$ cat config.mk
export PLATFORM = sky130hd
export DESIGN_NAME = handshake_burst_source
export DESIGN_NICKNAME = d
export VERILOG_FILES = /design/src/rtl/handshake_burst_source.sv
export SDC_FILE = /design/constraint.sdc
export NUM_CORES = 1
export LEC_CHECK = 0
export CELL_PAD_IN_SITES_DETAIL_PLACEMENT = 0
export CELL_PAD_IN_SITES_GLOBAL_PLACEMENT = 2
export CORE_ASPECT_RATIO = 1.2
export CORE_MARGIN = 5
export CORE_UTILIZATION = 29
export CTS_CLUSTER_DIAMETER = 30
export DETAILED_ROUTE_END_ITERATION = 6
export PLACE_DENSITY = 0.86
export SYNTH_ARGS = -nofsm -noshare
export SYNTH_HDL_FRONTEND = slang
export SYNTH_SLANG_ARGS = --single-unit
$ cat constraint.sdc
create_clock -name clk -period 2.1 [get_ports clk]
set_input_delay 0.315 -clock clk [delete_from_list [all_inputs] [get_ports clk]]
set_output_delay 0.315 -clock clk [all_outputs]
set_load 0.02 [all_outputs]
$ cat src/rtl/handshake_burst_source.sv
// handshake_burst_source: valid/ready stream initiator emitting incrementing-data bursts with optional inter-beat gaps
module handshake_burst_source #(
   parameter int WIDTH = 8,
   parameter int LEN_W = 8,
   parameter int GAP_W = 4
) (
   input  logic             clk,
   input  logic             rst,
   input  logic             start,
   input  logic [LEN_W-1:0] len,
   input  logic [WIDTH-1:0] start_data,
   input  logic [GAP_W-1:0] gap,
   output logic             m_valid,
   input  logic             m_ready,
   output logic [WIDTH-1:0] m_data,
   output logic             m_last,
   output logic             busy,
   output logic             done
);
   typedef enum logic [1:0] {IDLE, SEND, GAP, DONE} state_t;
   state_t           r_state, w_state_n;
   logic [LEN_W-1:0] r_rem, w_rem_n;
   logic [GAP_W-1:0] r_gap_q, w_gap_q_n, r_gap_cnt, w_gap_cnt_n;
   logic [WIDTH-1:0] w_data_n;
   logic             w_hs;
   assign w_hs = m_valid && m_ready;
   // next-state and counter updates; outputs are derived from the next state so they come straight off flops
   always_comb begin
      w_state_n   = r_state;
      w_rem_n     = r_rem;
      w_gap_q_n   = r_gap_q;
      w_gap_cnt_n = r_gap_cnt;
      w_data_n    = m_data;
      case (r_state)
         IDLE: if (start) begin
            if (len != '0) begin
               w_state_n = SEND;
               w_rem_n   = len;
               w_gap_q_n = gap;
               w_data_n  = start_data;
            end else begin
               w_state_n = DONE;
            end
         end
         SEND: if (w_hs) begin
            w_rem_n = r_rem - 1'b1;
            if (r_rem == LEN_W'(1)) begin
               w_state_n = DONE;
            end else begin
               w_data_n = m_data + 1'b1;
               if (r_gap_q != '0) begin
                  w_state_n   = GAP;
                  w_gap_cnt_n = r_gap_q;
               end
            end
         end
         GAP: begin
            w_state_n   = (r_gap_cnt == GAP_W'(1)) ? SEND : GAP;
            w_gap_cnt_n = r_gap_cnt - 1'b1;
         end
         DONE:    w_state_n = IDLE;
         default: w_state_n = IDLE;
      endcase
   end
   // state, counters and registered stream/status outputs; reset abandons any burst in flight
   always_ff @(posedge clk) begin
      if (rst) begin
         r_state   <= IDLE;
         r_rem     <= '0;
         r_gap_q   <= '0;
         r_gap_cnt <= '0;
         m_data    <= '0;
         m_valid   <= 1'b0;
         m_last    <= 1'b0;
         busy      <= 1'b0;
         done      <= 1'b0;
      end else begin
         r_state   <= w_state_n;
         r_rem     <= w_rem_n;
         r_gap_q   <= w_gap_q_n;
         r_gap_cnt <= w_gap_cnt_n;
         m_data    <= w_data_n;
         m_valid   <= (w_state_n == SEND);
         m_last    <= (w_state_n == SEND) && (w_rem_n == LEN_W'(1));
         busy      <= (w_state_n != IDLE);
         done      <= (w_state_n == DONE);
      end
   end
endmodule

======== Yosys cells after proc, flatten, opt, wreduce, memory -nomap -nowiden ========
Cells that the tools add are included.
storage, ports and cells
  register bits after elaboration ......... 30
  logic and storage cells ................. 56
operators by class
  add/subtract/negate cells ............... 3
  equality and inequality tests ........... 13
  mux-type cells .......................... 20
  reductions and logical operators ........ 11
operators with widths
  operator                                           number
  2-to-1 mux 8 bit                                   7
  one-hot mux 8 bit (2 select lines)                 2
  == test 8 x 1 -> 1 bit (second input constant)     2
  2-to-1 mux 2 bit                                   6
  2-to-1 mux 4 bit                                   3
  != test 2 bit (second input constant)              5
  adder 8 x 1 -> 8 bit (second input constant)       1
  one-hot mux 2 bit (4 select lines)                 1
  one-hot mux 4 bit (2 select lines)                 1
  nonzero test 8 bit                                 1
  subtractor 8 x 1 -> 8 bit (second input constant)  1
  == test 2 bit (second input constant)              3
  nonzero test 2 bit                                 3
  AND reduction 5 bit                                1
  == test 2 x 1 -> 1 bit (second input constant)     2
  == test 4 x 1 -> 1 bit (second input constant)     1
  AND reduction 4 bit                                1
  nonzero test 4 bit                                 1
  subtractor 4 x 1 -> 4 bit (second input constant)  1
  AND reduction 3 bit                                1
  logical AND 1 bit                                  2
  logical NOT 2 bit                                  1

======== Depth between registers and ports, before layout ========
Gate-level depths: netlist (run 1).
  word-level depth ........................ 7
  depth in mapped cells ................... 7
  mapped depth without buffers ............ 7

======== Worst setup path before layout (run 1) ========
OpenSTA, ideal clock, no wires.
  path type ............................... input to register
  start point ............................. input len[4]
  end point ............................... register m_last
  arrival ................................. 1.745 ns
  path slack .............................. 0.267 ns
  cell stages on the path ................. 5
  path buffers ............................ 0
  path through ............................ or4_4 o21ai_4 o211ai_1 a2111o_1 nor4_2
between the ends
  longest elaborated chain between the ends .. 6
ends and longest elaborated chain
  element                                                                                   RTL line  text
  from (decl)                                                                               10        input logic [LEN_W-1:0] len,
  nonzero test 8 bit                                                                        36        if (len != '0) begin
  2-to-1 mux 8 bit or 2-to-1 mux 2 bit (tied branches)                                      36
  2-to-1 mux 8 bit or 2-to-1 mux 2 bit (tied branches)                                      35        IDLE: if (start) begin
  one-hot mux 8 bit (2 select lines) or one-hot mux 2 bit (4 select lines) (tied branches)  34        case (r_state)
  == test 8 x 1 -> 1 bit or == test 2 x 1 -> 1 bit (tied branches)                          84        m_last <= (w_state_n == SEND) && (w_rem_n == LEN_W'(1));
  logical AND 1 bit *                                                                       84
  to (signal assigned)                                                                      84
  to (decl)                                                                                 16        output logic m_last,
Mark *: on every way between the ends. The rest lies on a longest branch, timed or not.
A chain may end at the register's enable or synchronous reset.

======== Final worst setup path (run 1) ========
  start point ............................. input len[5]
  end point ............................... register m_last
The elaborated chain is that of the path after synthesis.

==> flow_metrics.py, run 1 <==
metrics = {
    "logic_synthesis": {
        "synth.yosys.seq_area_share_pct": 33.5,
        "synth-edff-count": 0,
        "synthCells": 222,
        "synth_area_sq_um": 1790,
        "ys_types": 57,
        "ys_ff_latch": 30,
        "async_reset_ff_share_pct": 0,
        "syn_nets": 251,
        "syn_area_per_cell_sq_um": 8.07,
        "yosysWarningCount": 0,
        "ys.flop_type": "dfxtp_1",
    },
    "hold_path": {
        "hold_class": "reg2reg",
    },
    "global_routing": {
        "antenna_found_initial": 0,
        "grt_pass1_vias": 1872,
        "gr-total-overflow": 0,
        "grt_pass1_wl_microns": 8860,
        "track_usage_pct": 14.6,
        "grt_max_degree": 18,
    },
    "timing": {
        "max_slew.worst_pin.slew_ns": 0.449,
        "clock_skew_ns": 0.00408,
        "finalCritPeriodShare_pct": 95.1,
        "hold_viol_final": 0,
        "timing.hold.ws_ns": 0.476,
        "max_clock_freq_mhz": 501,
        "rsz0062_at_grt": "false",
        "slew-limit-headroom_pct": 70.1,
        "min_period_ns": 2.00,
        "finalSetupViolCount": 0,
        "maxSlewViolCount": 0,
        "fin_ws_ns": 0.103,
    },
    "power_and_ir_drop": {
        "powerDensity_nw_per_um2": 695,
        "vdd_ir_drop_max_mv": 0.284,
        "leakagePower_nw": 1.00,
        "total_power_mw": 1.82,
    },
    "finish": {
        "area.growth.synth_to_final_pct": 46.0,
        "insertedDiodeCount": 0,
        "fillers": 643,
        "layout.nets": 323,
        "final_util_pct": 43.5,
        "layout-drive-gt1-share_pct": 21.0,
    },
    "routing": {
        "dr.first_iter.drc_count": 77,
        "dr.pass1.iters": 4,
        "vias": 1906,
        "viasPerCell": 5.06,
        "wl_per_cell_microns": 14.1,
        "route.detailed.drc": 0,
        "antenna_left": 0,
        "drt_wl_total_microns": 5330,
    },
    "clock_network": {
        "h-tree-depth": 2,
        "cts_root_buffer": "clkbuf_8",
        "clock_latency_ns": 0.28,
        "postCtsSetupBuffers": 0,
        "cts_tree": "done",
        "cts_sinks": 30,
        "clk_pin_slew_ns": 0.07,
        "cts.hold.buffers_added": 0,
        "cts_resized": 0,
        "cts_buffer_depth": 2,
        "numCtsBuffers": 5,
    },
    "place": {
        "portBuffers": 35,
        "place.gp.congestion": 0.830,
        "hpwl_microns": 4130,
        "place_ws_ns": -0.203,
    },
    "die": {
        "pin_count": 36,
        "core_sq_um": 6010,
        "dieArea_sq_um": 7850,
        "start_util_pct": 29.8,
        "rows": 31,
        "die_y_microns": 96.1,
        "fp.dieW_microns": 81.7,
    },
    "setup_path": {
        "cp_max_fo": 4,
        "critPathRequiredTime_ns": 2.30,
        "endpoint_kind": "flop",
        "cp.arrival_ns": 2.19,
        "worstSetupPathType": "in2reg",
        "startpoint_type": "input port",
        "ff2ff_setup_slack_ns": 0.18,
    },
    "job": {
        "drv_cap": 0,
    },
    "status": {
        "status": "complete, no violations",
    },
}
## synth_stat cells, types with 3 or more instances
cell | instances | area (sq um)
a211oi_1 | 4 | 30.0
a21oi_1 | 23 | 115
a22oi_1 | 3 | 22.5
a2bb2oi_1 | 5 | 43.8
a31oi_1 | 3 | 18.8
clkbuf_1 | 7 | 26.3
dfxtp_1 | 30 | 601
ha_1 | 5 | 62.6
inv_1 | 9 | 33.8
nand2_1 | 22 | 82.6
nand3_1 | 6 | 30.0
nor2_1 | 23 | 86.3
nor2b_1 | 6 | 37.5
nor3_1 | 10 | 50.1
nor4_1 | 5 | 31.3
o211ai_1 | 3 | 22.5
o21ai_0 | 5 | 25.0
o21ai_1 | 3 | 15.0
o22ai_1 | 5 | 31.3
or4_1 | 3 | 22.5
## layer usage
layer	routed length (microns)	track usage [%]	vias up	part of all wire, %
li1	-	-	980	-
met1	2510	18.2	872	47
met2	2510	24.4	46	47
met3	232	3.18	8	4.3
met4	83	4.99	0	1.6
met5	0	0	-	0
## layout make-up
cell class,instances,area (sq um),share of cell area [%]
multi-input combinational,173,1110,42.6
timing repair buffer,75,653,25.0
sequential,30,601,23.0
clock buffer,8,110,4.21
tap,82,103,3.93
inverter,9,33.8,1.29
## final timing paths
check / cells past startpoint / to / startpoint
max reg2reg: 5 / m_last / r_rem[6]
min reg2reg: 2 / r_gap_q[3] / r_gap_q[3]
min: 2 / r_gap_q[3] / r_gap_q[3]
max: 6 / m_last / len[5]
## kinds of logic after synthesis
group	after synthesis	share of synthesized area, %
adders and majority gates	5	3.49
xor gates and xnor gates	1	0.489
buffers and inverters	19	4.26
DFF	30	33.5
AOI/OAI and AO/OA	69	27.1
and+or+nand+nor	96	29.9
muxes	2	1.19
## state kept, by name, summed over array words and instances (netlist names)
register   count
m_data         8
r_rem          8
r_gap_cnt      4
r_gap_q        4
r_state        2
busy           1
done           1
m_last         1
m_valid        1
## worst max-delay path, cell delays in order
cell and delay (ns):
clkdlybuf4s50_1 0.42, or4_4 0.57, o21ai_4 0.17, o211ai_1 0.13
a2111o_1 0.32, nor4_2 0.26
## layout by cell type, fill, tap and decap left out, types with 2 or more instances in the layout
master            n
nor2_1           23
nor3_1           10
and4b_1           2
clkbuf_8          8
o211ai_1          3
a22oi_1           3
o22ai_1           5
buf_4            40
a21oi_1          23
a2bb2oi_1         5
or4_1             3
or4_4             2
o41ai_1           2
nor2b_1           6
nor4_1            5
a31oi_1           3
dfxtp_1          30
nand3_1           6
or2_2             2
inv_1             9
a211oi_1          4
clkdlybuf4s50_1  34
o21ai_1           3
ha_1              5
nand2_1          22
or3_1             2
o21ai_0           5
## report_power, final
group          leakage, nW  internal [mW]  switching, mW  total (mW)
Clock               0.0575          0.331          0.216       0.546
Combinational        0.698          0.303          0.293       0.595
Sequential           0.246          0.618         0.0553       0.674
Total                 1.00           1.25          0.564        1.82
## stage by stage
step	TNS, ns	std cells	cell area [sq um]
6_report	0	377	2610
5_1_grt	0	377	2610
4_1_cts	0	377	2610
3_5_place_dp	-0.789	369	2500
3_3_place_gp	-0.577	369	2500
2_1_floorplan	0	222	1790
No activity file was read; power rests on OpenSTA's default activity.
==> run 2, diff against run 1 <==
CTS_CLUSTER_SIZE = 25   (was unset)
SKIP_LAST_GASP = 1   (was unset)
==> flow_metrics.py, run 2 (same netlist as run 1, synthesis figures left out) <==
metrics = {
    "status": {
        "status": "complete, no violations",
    },
    "clock_network": {
        "cts_root_buffer": "clkbuf_8",
        "clock_latency_ns": 0.28,
        "numCtsBuffers": 5,
        "cts.hold.buffers_added": 0,
        "cts_resized": 0,
        "cts_buffer_depth": 2,
        "clk_pin_slew_ns": 0.07,
        "postCtsSetupBuffers": 0,
        "cts_tree": "done",
        "h-tree-depth": 2,
        "cts_sinks": 30,
    },
    "global_routing": {
        "antenna_found_initial": 0,
        "track_usage_pct": 14.6,
        "gr-total-overflow": 0,
        "grt_pass1_vias": 1872,
        "grt_pass1_wl_microns": 8860,
        "grt_max_degree": 18,
    },
    "power_and_ir_drop": {
        "leakagePower_nw": 0.992,
        "vdd_ir_drop_max_mv": 0.285,
        "total_power_mw": 1.82,
        "powerDensity_nw_per_um2": 696,
    },
    "finish": {
        "insertedDiodeCount": 0,
        "final_util_pct": 43.4,
        "area.growth.synth_to_final_pct": 45.8,
        "layout_common_cells": "buf_4 (40), clkdlybuf4s50_1 (35), dfxtp_1 (30)",
        "layout.nets": 323,
        "mostFrequentLayoutCell": "buf_4",
        "top_regs": "m_data: 8 flops, r_rem: 8 flops",
        "layout-drive-gt1-share_pct": 21.0,
    },
    "routing": {
        "dr.pass1.iters": 4,
        "wl_per_cell_microns": 14.2,
        "antenna_left": 0,
        "route.detailed.drc": 0,
        "drt_wl_total_microns": 5340,
        "dr.first_iter.drc_count": 77,
        "viasPerCell": 5.05,
        "vias": 1904,
    },
    "timing": {
        "clock_skew_ns": 0.00402,
        "rsz0062_at_grt": "true",
        "maxSlewViolCount": 0,
        "max_slew.worst_pin.slew_ns": 0.449,
        "max_clock_freq_mhz": 496,
        "fin_ws_ns": 0.0838,
        "slew-limit-headroom_pct": 70.1,
        "finalSetupViolCount": 0,
        "hold_viol_final": 0,
        "min_period_ns": 2.02,
        "finalCritPeriodShare_pct": 96.0,
    },
    "setup_path": {
        "startpoint_type": "input port",
        "endpoint_kind": "flop",
        "cp.arrival_ns": 2.21,
        "slowest_stage": "or4_4",
        "critPathRequiredTime_ns": 2.30,
        "cp_cell_sequence": "clkdlybuf4s50_1, or4_4, o21ai_4, o211ai_1, a2111o_1, nor4_2",
        "cpPeakStageDelay_ns": 0.59,
        "worstSetupPathType": "in2reg",
        "cp_max_fo": 4,
    },
    "die": {
        "start_util_pct": 29.8,
        "fp.dieW_microns": 81.7,
        "die_y_microns": 96.1,
        "core_sq_um": 6010,
        "dieArea_sq_um": 7850,
        "pin_count": 36,
        "rows": 31,
    },
    "job": {
        "drv_cap": 0,
    },
    "place": {
        "portBuffers": 35,
        "place.gp.congestion": 0.830,
        "place_ws_ns": -0.203,
        "hpwl_microns": 4130,
    },
    "hold_path": {
        "hold_class": "reg2reg",
    },
}
## run 2: worst paths after layout
check	cells after the start	endpoint	startpoint	slack, ns
worst max-delay path	6	m_last	len[4]	0.08
worst min register to register	2	r_gap_q[3]	r_gap_q[3]	0.48
worst max register to register	5	m_last	r_rem[6]	0.18
worst min-delay path	2	r_gap_q[3]	r_gap_q[3]	0.48
## run 2: through the flow
stage / std cells / hold slack (ns) / instance area [sq um] / TNS (ns)
global route: 377 / 0.516 / 2610 / -0.0132
detailed placement: 369 / 0.470 / 2500 / -0.789
CTS: 377 / 0.479 / 2610 / 0
floorplan: 222 / 0.449 / 1790 / 0
finish: 377 / 0.476 / 2610 / 0
global placement: 369 / 0.466 / 2500 / -0.577
## run 2: critical path, delay by kind of cell
family | cells | cell delay [ns]
compound gates | 3 | 0.62
buf+inv | 1 | 0.42
simple gates | 2 | 0.85
## run 2: power by group
group	internal (mW)	leakage [nW]	switching (mW)
registers	0.618	0.246	0.0553
clock network	0.331	0.0575	0.217
logic	0.303	0.689	0.293
## run 2: metal layers
metal  GRT usage, %  part of all wire [%]  vias up  wire length, microns
met5              0                     0        -                     0
met4           4.99                   1.6        0                    87
met3           3.18                   4.3        8                   230
met2           24.4                    47       45                  2510
met1           18.2                    47      872                  2510
li1               -                     -      979                     -
## run 2: layout make-up
cell class	count	area, sq um
Timing Repair Buffer	75	651
Tap cell	82	103
Sequential cell	30	601
Fill cell	644	3400
Multi-Input combinational cell	173	1110
Inverter	9	33.8
Clock buffer	8	110
==> run 3, diff against run 2 <==
CORE_MARGIN = 3   (was 5)
==> flow_metrics.py, run 3 (same netlist as run 1, synthesis figures left out) <==
metrics = {
    "status": {
        "status": "complete, no violations",
    },
    "setup_path": {
        "r2r_start": "r_gap_q[0]",
        "cp_cell_sequence": "clkdlybuf4s50_1, or4_4, o21ai_4, o211ai_1, a2111o_1, nor4_2",
        "cp.arrival_ns": 2.19,
        "slowest_stage": "or4_4",
        "cpPeakStageDelay_ns": 0.58,
        "worstReg2RegEnd": "m_last",
        "cp_max_fo": 4,
        "endpoint": "m_last",
        "worstSetupPathType": "in2reg",
        "critPathRequiredTime_ns": 2.30,
        "ff2ff_setup_slack_ns": 0.11,
        "path_buf_inv": 1,
        "startpoint": "len[6]",
        "cpLargestDelayFamily": "simple AND/OR/NAND/NOR gates",
        "cp.depth": 6,
        "startpoint_type": "input port",
        "endpoint_kind": "flop",
        "rr_worst_depth": 6,
    },
    "clock_network": {
        "clock_latency_ns": 0.29,
        "h-tree-depth": 2,
        "clk_pin_slew_ns": 0.07,
        "postCtsSetupBuffers": 0,
        "cts_root_buffer": "clkbuf_8",
        "cts_buffer_depth": 2,
        "cts_resized": 0,
        "cts_tree": "done",
        "numCtsBuffers": 5,
        "cts.hold.buffers_added": 0,
        "cts_sinks": 30,
    },
    "place": {
        "place_inst": 364,
        "place.gp.congestion": 0.846,
        "placed_cell_area_sq_um": 2480,
        "hpwl_microns": 3960,
        "place_ws_ns": -0.197,
        "portBuffers": 35,
    },
    "die": {
        "start_util_pct": 30.8,
        "rows": 30,
        "pin_count": 36,
        "fp.dieW_microns": 77.7,
        "core_sq_um": 5820,
        "dieArea_sq_um": 7160,
        "die_y_microns": 92.1,
    },
    "global_routing": {
        "met3_usage_pct": 3.14,
        "grt_pass1_wl_microns": 8800,
        "gr-total-overflow": 0,
        "gr-max-usage-layer": "met2",
        "gr-usage-met1_pct": 19.0,
        "antenna_found_initial": 0,
        "grt_pass1_vias": 1865,
        "grt_use_met2_pct": 24.4,
        "grt_max_degree": 27,
        "track_usage_pct": 15.2,
    },
    "timing": {
        "slew-limit-headroom_pct": 63.2,
        "max_clock_freq_mhz": 502,
        "clock_skew_ns": 0.00718,
        "min_period_ns": 1.99,
        "hold_viol_final": 0,
        "fin_ws_ns": 0.108,
        "tns_ns": 0,
        "max_slew.worst_pin.slew_ns": 0.552,
        "finalSetupViolCount": 0,
        "rsz0062_at_grt": "false",
        "maxSlewViolCount": 0,
        "finalCritPeriodShare_pct": 94.9,
        "timing.hold.ws_ns": 0.480,
    },
    "job": {
        "drv_cap": 0,
    },
    "routing": {
        "dr.pass1.iters": 4,
        "drt_wl_total_microns": 5270,
        "route.detailed.drc": 0,
        "vias": 1886,
        "viasPerCell": 5.07,
        "antenna_left": 0,
        "dr.first_iter.drc_count": 124,
        "wl_per_cell_microns": 14.2,
    },
    "finish": {
        "layout-drive-gt1-share_pct": 20.2,
        "layout.cells.non_filler": 372,
        "mostFrequentLayoutCell": "buf_4",
        "area.growth.synth_to_final_pct": 46.3,
        "insertedDiodeCount": 0,
        "layout.nets": 320,
        "fillers": 597,
        "top_regs": "m_data: 8 flops, r_rem: 8 flops",
        "final_util_pct": 45.0,
        "final_cell_area_sq_um": 2620,
        "layout_common_cells": "buf_4 (37), clkdlybuf4s50_1 (35), dfxtp_1 (30)",
    },
    "power_and_ir_drop": {
        "powerDensity_nw_per_um2": 763,
        "vdd_ir_drop_max_mv": 0.364,
        "total_power_mw": 2.00,
        "leakagePower_nw": 0.992,
    },
    "hold_path": {
        "hold_class": "reg2reg",
    },
}
## run 3: area by class of cell
type,count,area [sq um],area share [%]
Clock buffer,6,82.6,3.15
Clock inverter,2,60.1,2.29
Inverter,9,33.8,1.29
Multi-Input combinational cell,173,1110,42.5
Sequential cell,30,601,22.9
Tap cell,80,100,3.82
Timing Repair Buffer,72,628,24.0
## run 3: how the worst min path moves through the flow
stage	startpoint	end	slack [ns]	depth (start not counted)
3_5_place_dp	r_gap_q[1]	r_gap_q[1]	0.47	2
5_1_grt	r_gap_q[1]	r_gap_q[1]	0.50	2
4_1_cts	r_gap_q[1]	r_gap_q[1]	0.48	2
3_3_place_gp	r_gap_q[1]	r_gap_q[1]	0.47	2
2_1_floorplan	r_gap_q[2]	r_gap_q[2]	0.45	2
6_report	r_gap_q[1]	r_gap_q[1]	0.48	2
## run 3: worst reg2reg max path: cells and delay by family, from the launching register on
family	cells	cell delay [ns]
DFF	1	0.33
AOI/OAI and AO/OA	3	0.77
buffers and inverters	1	0.19
and+or+nand+nor	2	0.61
## run 3: layer usage
metal,vias to the layer above,wire length (microns),part of all wire (%)
li1,965,-,-
met1,861,2520,48
met5,-,0,0
met4,0,139,2.6
met2,48,2400,46
met3,12,213,4.0
## run 3: where the power goes
group          switching [mW]  internal, mW  total, mW
logic                   0.288         0.299      0.586
clock network           0.229         0.506      0.735
registers              0.0588         0.618      0.677
==> RTL change 1, RTL diff (flow settings as in run 1) <==
Make the reset (`rst`) asynchronous in one clocked block.
--- a/src/rtl/handshake_burst_source.sv
+++ b/src/rtl/handshake_burst_source.sv
@@ -65,3 +65,3 @@
    // state, counters and registered stream/status outputs; reset abandons any burst in flight
-   always_ff @(posedge clk) begin
+   always_ff @(posedge clk or posedge rst) begin
       if (rst) begin
Formal check against the unedited RTL: differs if rst is asserted again (counterexample within 4 cycles, from zero or initial values and one cycle with rst high); with rst held inactive, the same outputs for 10 cycles.
==> RTL change 1 against run 1 <==
The run now ends with setup timing left; via count down 8.8%; wire length fell by 5.7%; area after synthesis shrank 4.4%; setup slack got worse by 0.22 ns; hold slack worse by 0.060 ns; critical path depth is the same; sequential cell count did not move; critical path type is now flip-flop to flip-flop; design area up 0.24%; non-clock buffer count is 1 higher; first-iteration DRC count is 13% lower; count of clock-buffer cells in the layout down 1.
Power is not compared: it rests on default switching activity, and its combinational part moved more than twofold at a synthesized area within 25%.
==> RTL change 1: results (changes against run 1) <==
The run finished, with violations left. The checks that failed: setup timing. For the first-pass GRT wire length, the log shows 8580 um (-3.2%). The sequential element share of the synthesized area is 43.9% (+10 points).

After synthesis, the most frequently instantiated cells are sky130_fd_sc_hd__dfrtp_1 (30), sky130_fd_sc_hd__nand2_1 (24), sky130_fd_sc_hd__a21oi_1 (14). The setup violation total in the final timing report came out at 3 (+3). The length of routed met3 wiring is 215 um (-7.3%). In the post-synthesis netlist, the biggest area contributors are sky130_fd_sc_hd__dfrtp_1 (44%), sky130_fd_sc_hd__nand2_1 (5.3%), sky130_fd_sc_hd__a21oi_1 (4.1%).

The fraction of final layout cells sized beyond drive strength 1 is 28.5% (+7.5 points). Final-layout setup total negative slack: -0.122 ns (-0.122 ns). The tools report the worst setup margin as -0.113 ns (-0.216 ns). The placed cell area is 2440 um2 (-2.6%), and the routed wirelength normalized by instance count is 14.7 um (+3.7%). The estimated wirelength of the detail-placed design was 3820 um (-7.5%); the met1 layer wirelength in the final routing was 2180 um (-13%). For the number of global-route vias before repair, the log shows 1793 (-4.2%). The area growth from synthesis to layout is 53.1%, and the detailed-routed wire length on met2 is 2520 um (+0.36%).

The DRC marker count from the first detailed-route iteration was 67 (-13%). The share of synthesized flip-flops with an asynchronous set or reset is 100% (+100 points). Pin slew with the least headroom to its limit: 0.547 ns (+0.0984 ns). Pin count of the biggest net entering global routing: 31 (+13).

The logs give 0.00764 ns (+0.00356 ns) for the worst clock skew and 186 (-16%) for the synthesized instance count. In this run the worst hold path is classified as input port to async pin. The number of placed cells counting well taps is 333 (-9.8%), and the number of library cell types mapped by synthesis is 43 (-25%). The run gives 215 (-14%) as the total nets after synthesis. The count of placed standard cells in the final layout, fillers left out came out at 343 (-9.0%).

The tools report the overall global routing resource usage as 14.6% (+0.043 points).
RTL change 1: path summary, 6_finish.rpt:
kind	from	endpoint	slack, ns	depth (start not counted)
max	r_rem[2]$_DFF_PP0_	m_last$_DFF_PP0_	-0.11	6
min	rst	m_data[5]$_DFFE_PP0P_	0.42	3
max reg2reg	r_rem[2]$_DFF_PP0_	m_last$_DFF_PP0_	-0.11	6
min reg2reg	r_gap_cnt[0]$_DFFE_PP0P_	r_gap_cnt[0]$_DFFE_PP0P_	0.52	1
max in group asynchronous	rst	r_gap_cnt[3]$_DFFE_PP0P_	1.40	3
min in group clk	r_gap_cnt[0]$_DFFE_PP0P_	r_gap_cnt[0]$_DFFE_PP0P_	0.52	1
RTL change 1: area by class of cell:
cell class,instances,share of cell area [%]
Timing Repair Buffer,76,25.2
Tap cell,80,3.82
Sequential cell,30,28.7
Multi-Input combinational cell,142,37.8
Clock buffer,7,3.30
Inverter,7,1.00
Clock inverter,1,0.191
RTL change 1: cells by family after synthesis:
logic type / Yosys count / share of synthesized area, %
AOI/OAI and AO/OA: 50 / 19.2
xor gates and xnor gates: 1 / 0.512
adders and majority gates: 5 / 3.65
buffers and inverters: 14 / 3.22
DFF: 30 / 43.9
muxes: 5 / 3.22
and+or+nand+nor: 81 / 26.3
RTL change 1: stage by stage:
stage / total power [mW] / hold WS, ns / setup slack (ns)
2_1_floorplan: 2.32 / 0.406 / -0.0486
3_3_place_gp: 3.26 / 0.502 / -0.424
3_5_place_dp: 3.29 / 0.502 / -0.480
4_1_cts: 3.89 / 0.431 / -0.0991
5_1_grt: 4.25 / 0.475 / -0.138
6_report: 3.92 / 0.416 / -0.113
RTL change 1: what timing repair did:
action,4_1_cts,5_1_grt
gates resized for setup,9,10
buffers inserted,1,2
pin swaps,3,4
endpoints found under the setup margin,15,16
hold buffers,0,0
RTL change 1: power groups by stage:
| stage | Sequential, mW | Clock, mW | Combinational (mW) |
|---|---|---|---|
| after global placement | 1.12 | 0 | 2.14 |
| final | 1.13 | 0.490 | 2.30 |
| after global routing | 1.17 | 0.531 | 2.55 |
| after floorplan | 1.22 | 0 | 1.10 |
| after CTS | 1.12 | 0.505 | 2.26 |
| after detailed placement | 1.12 | 0 | 2.17 |
RTL change 1: worst max-delay path: stages (launching register included):
cell	delay, ns
sky130_fd_sc_hd__dfrtp_1	0.39
sky130_fd_sc_hd__or4_4	0.58
sky130_fd_sc_hd__o21a_1	0.22
sky130_fd_sc_hd__o21ai_2	0.12
sky130_fd_sc_hd__nand3_1	0.13
sky130_fd_sc_hd__or4_4	0.56
sky130_fd_sc_hd__nor4_2	0.13
RTL change 1: per-layer routing:
metal | up-vias | global-route usage, %
met4 | 0 | 5.92
met2 | 41 | 24.7
met5 | - | 0
li1 | 848 | -
met3 | 9 | 3.07
met1 | 840 | 17.8
==> RTL change 2, RTL diff (config.mk and constraints of run 1) <==
Made on the original files. Change the parameter `WIDTH` from 8 to 10.
--- a/src/rtl/handshake_burst_source.sv
+++ b/src/rtl/handshake_burst_source.sv
@@ -2,3 +2,3 @@
 module handshake_burst_source #(
-   parameter int WIDTH = 8,
+   parameter int WIDTH = 10,
    parameter int LEN_W = 8,
Ports: changed (resized m_data and start_data); port bits go from 36 to 40. No check against the original RTL was run, so the function may have changed too.
==> RTL change 2 against run 1 <==
Clock skew up 0.00080 ns; sequential cell count up 2; design area up 0.29%; utilization down 0.43 points; setup slack better by 0.012 ns; area after synthesis up 1.6%; wire length up 0.41%; clock power down 8.8%; total power down 0.47%; hold slack worse by 0.0092 ns; critical endpoint is now m_data[0]$_SDFFE_PP0P_; highest routed layer unchanged.
==> RTL change 2: results (changes against run 1) <==
The run finished with clean final reports. The share of synthesized flip-flops with an asynchronous set or reset is 0% (unchanged), and the proportion of netlist area held by the largest area contributor is 35.2% (+1.7 points). The tools report the combinational cell fraction of total power as 32.4% (-0.4 points). The placed cell area is 2510 um2 (+0.50%).

The DRC marker count from the first detailed-route iteration came out at 55 (-29%). The tools report the detailed-routed wire length on met2 as 2560 um (+1.9%). By count the netlist is led by sky130_fd_sc_hd__nor2_1 (33), sky130_fd_sc_hd__dfxtp_1 (32), sky130_fd_sc_hd__a21oi_1 (23). In the final layout, the registers with the most flip-flops are m_data: 10 flops, r_rem: 8 flops. For the overall global routing resource usage, the log shows 14.2% (-0.37 points).

The worst hold path belongs to the class input port to flip-flop. For the met1 demand-to-capacity share in global routing, the log shows 17.5% (-0.74 points). The worst-path cell with the longest stage delay was sky130_fd_sc_hd__clkdlybuf4s50_1. The length of routed met3 wiring was 346 um (+49%); the total nets after synthesis was 262 (+4.4%).

The most utilized layer in the global route result is met2. The total via count in the routed design came out at 1923 (+0.89%). H-tree depth reported by CTS: 2 (unchanged).

For the internal power, the log shows 1.23 mW (-1.7%). Broken down by cell family, the worst path's largest delay share belongs to buffers and inverters. The biggest cell delay along the critical path came out at 0.49 ns (-0.08 ns). The run gives 2330 um (-7.1%) as the met1 layer wirelength in the final routing. Complex-gate fraction of the synthesized area: 24.1% (-3.0 points).

The logs give 0.00488 ns (+0.000804 ns) for the worst clock skew and 35.2% (+1.7 points) for the sequential element share of the synthesized area. Area of the multi-input gates: 1110 um2 (-0.45%). Sorting the synthesized cells by area gives the leading types as sky130_fd_sc_hd__dfxtp_1 (35%), sky130_fd_sc_hd__nor2_1 (6.8%), sky130_fd_sc_hd__a21oi_1 (6.3%). The maximum net fanout on the critical path was 10 (+6); the met2 track demand over resource was 23.1% (-1.2 points).

The sequential logic power was 0.724 mW (+7.4%); the global placer's final weighted congestion was 0.865 (+4.3%). The pin count of the biggest net entering global routing was 29 (+11). Number of fill cells: 636 (-1.1%).

The fraction of final layout cells sized beyond drive strength 1 is 16.2% (-4.8 points), and the fraction of synthesized area in multiplexers is 2.20% (+1.0 points). For the peak supply drop, the log shows 0.362 mV (+27%). Pin slew with the least headroom to its limit: 0.396 ns (-0.0524 ns).

The routed wirelength normalized by instance count came out at 14.2 um (+0.15%). The number of vias per cell after detailed routing is 5.09 (+0.63%). The xor-xnor portion of the synthesized cell area came out at 0% (-0.49 points). The tools report the estimated wirelength of the detail-placed design as 4010 um (-3.0%). The logs give 8920 um (+0.70%) for the first-pass GRT wire length and 326 (+0.93%) for the final-stage net count. The post-cts resize count was 6 (+6); the count of input and output buffers was 39 (+11%). The tools report the antenna diode count as 0 (unchanged).

The run gives 2.21 ns (+0.02 ns) as the data arrival at the endpoint of the critical path. The leakage power total was 1.01 nW (+0.82%); the area share of fa/ha/maj cells after synthesis was 3.44% (-0.055 points).
## RTL change 2: changes by cell type after synthesis, sizes merged, moves of 4 or more
cell     before  now
a2bb2oi       5    0
and3          0    5
nand3         6   10
a211oi        4    8
o22ai         5    0
nor2         24   33
## RTL change 2: path summary, 6_finish.rpt
kind / start / to / slack [ns] / depth (start not counted)
worst min-delay path: len[5] / r_rem[5]$_SDFF_PP0_ / 0.47 / 3
worst min register to register: m_data[9]$_SDFFE_PP0P_ / m_data[9]$_SDFFE_PP0P_ / 0.50 / 2
worst max register to register: r_gap_q[3]$_SDFFE_PP0P_ / m_last$_SDFF_PP0_ / 0.15 / 6
worst max-delay path: start / m_data[0]$_SDFFE_PP0P_ / 0.11 / 8
## RTL change 2: layout make-up
type,instances,share of cell area [%]
Clock buffer,8,3.44
Inverter,7,1.00
Multi-Input combinational cell,180,42.3
Sequential cell,32,24.5
Tap cell,82,3.91
Timing Repair Buffer,69,24.9
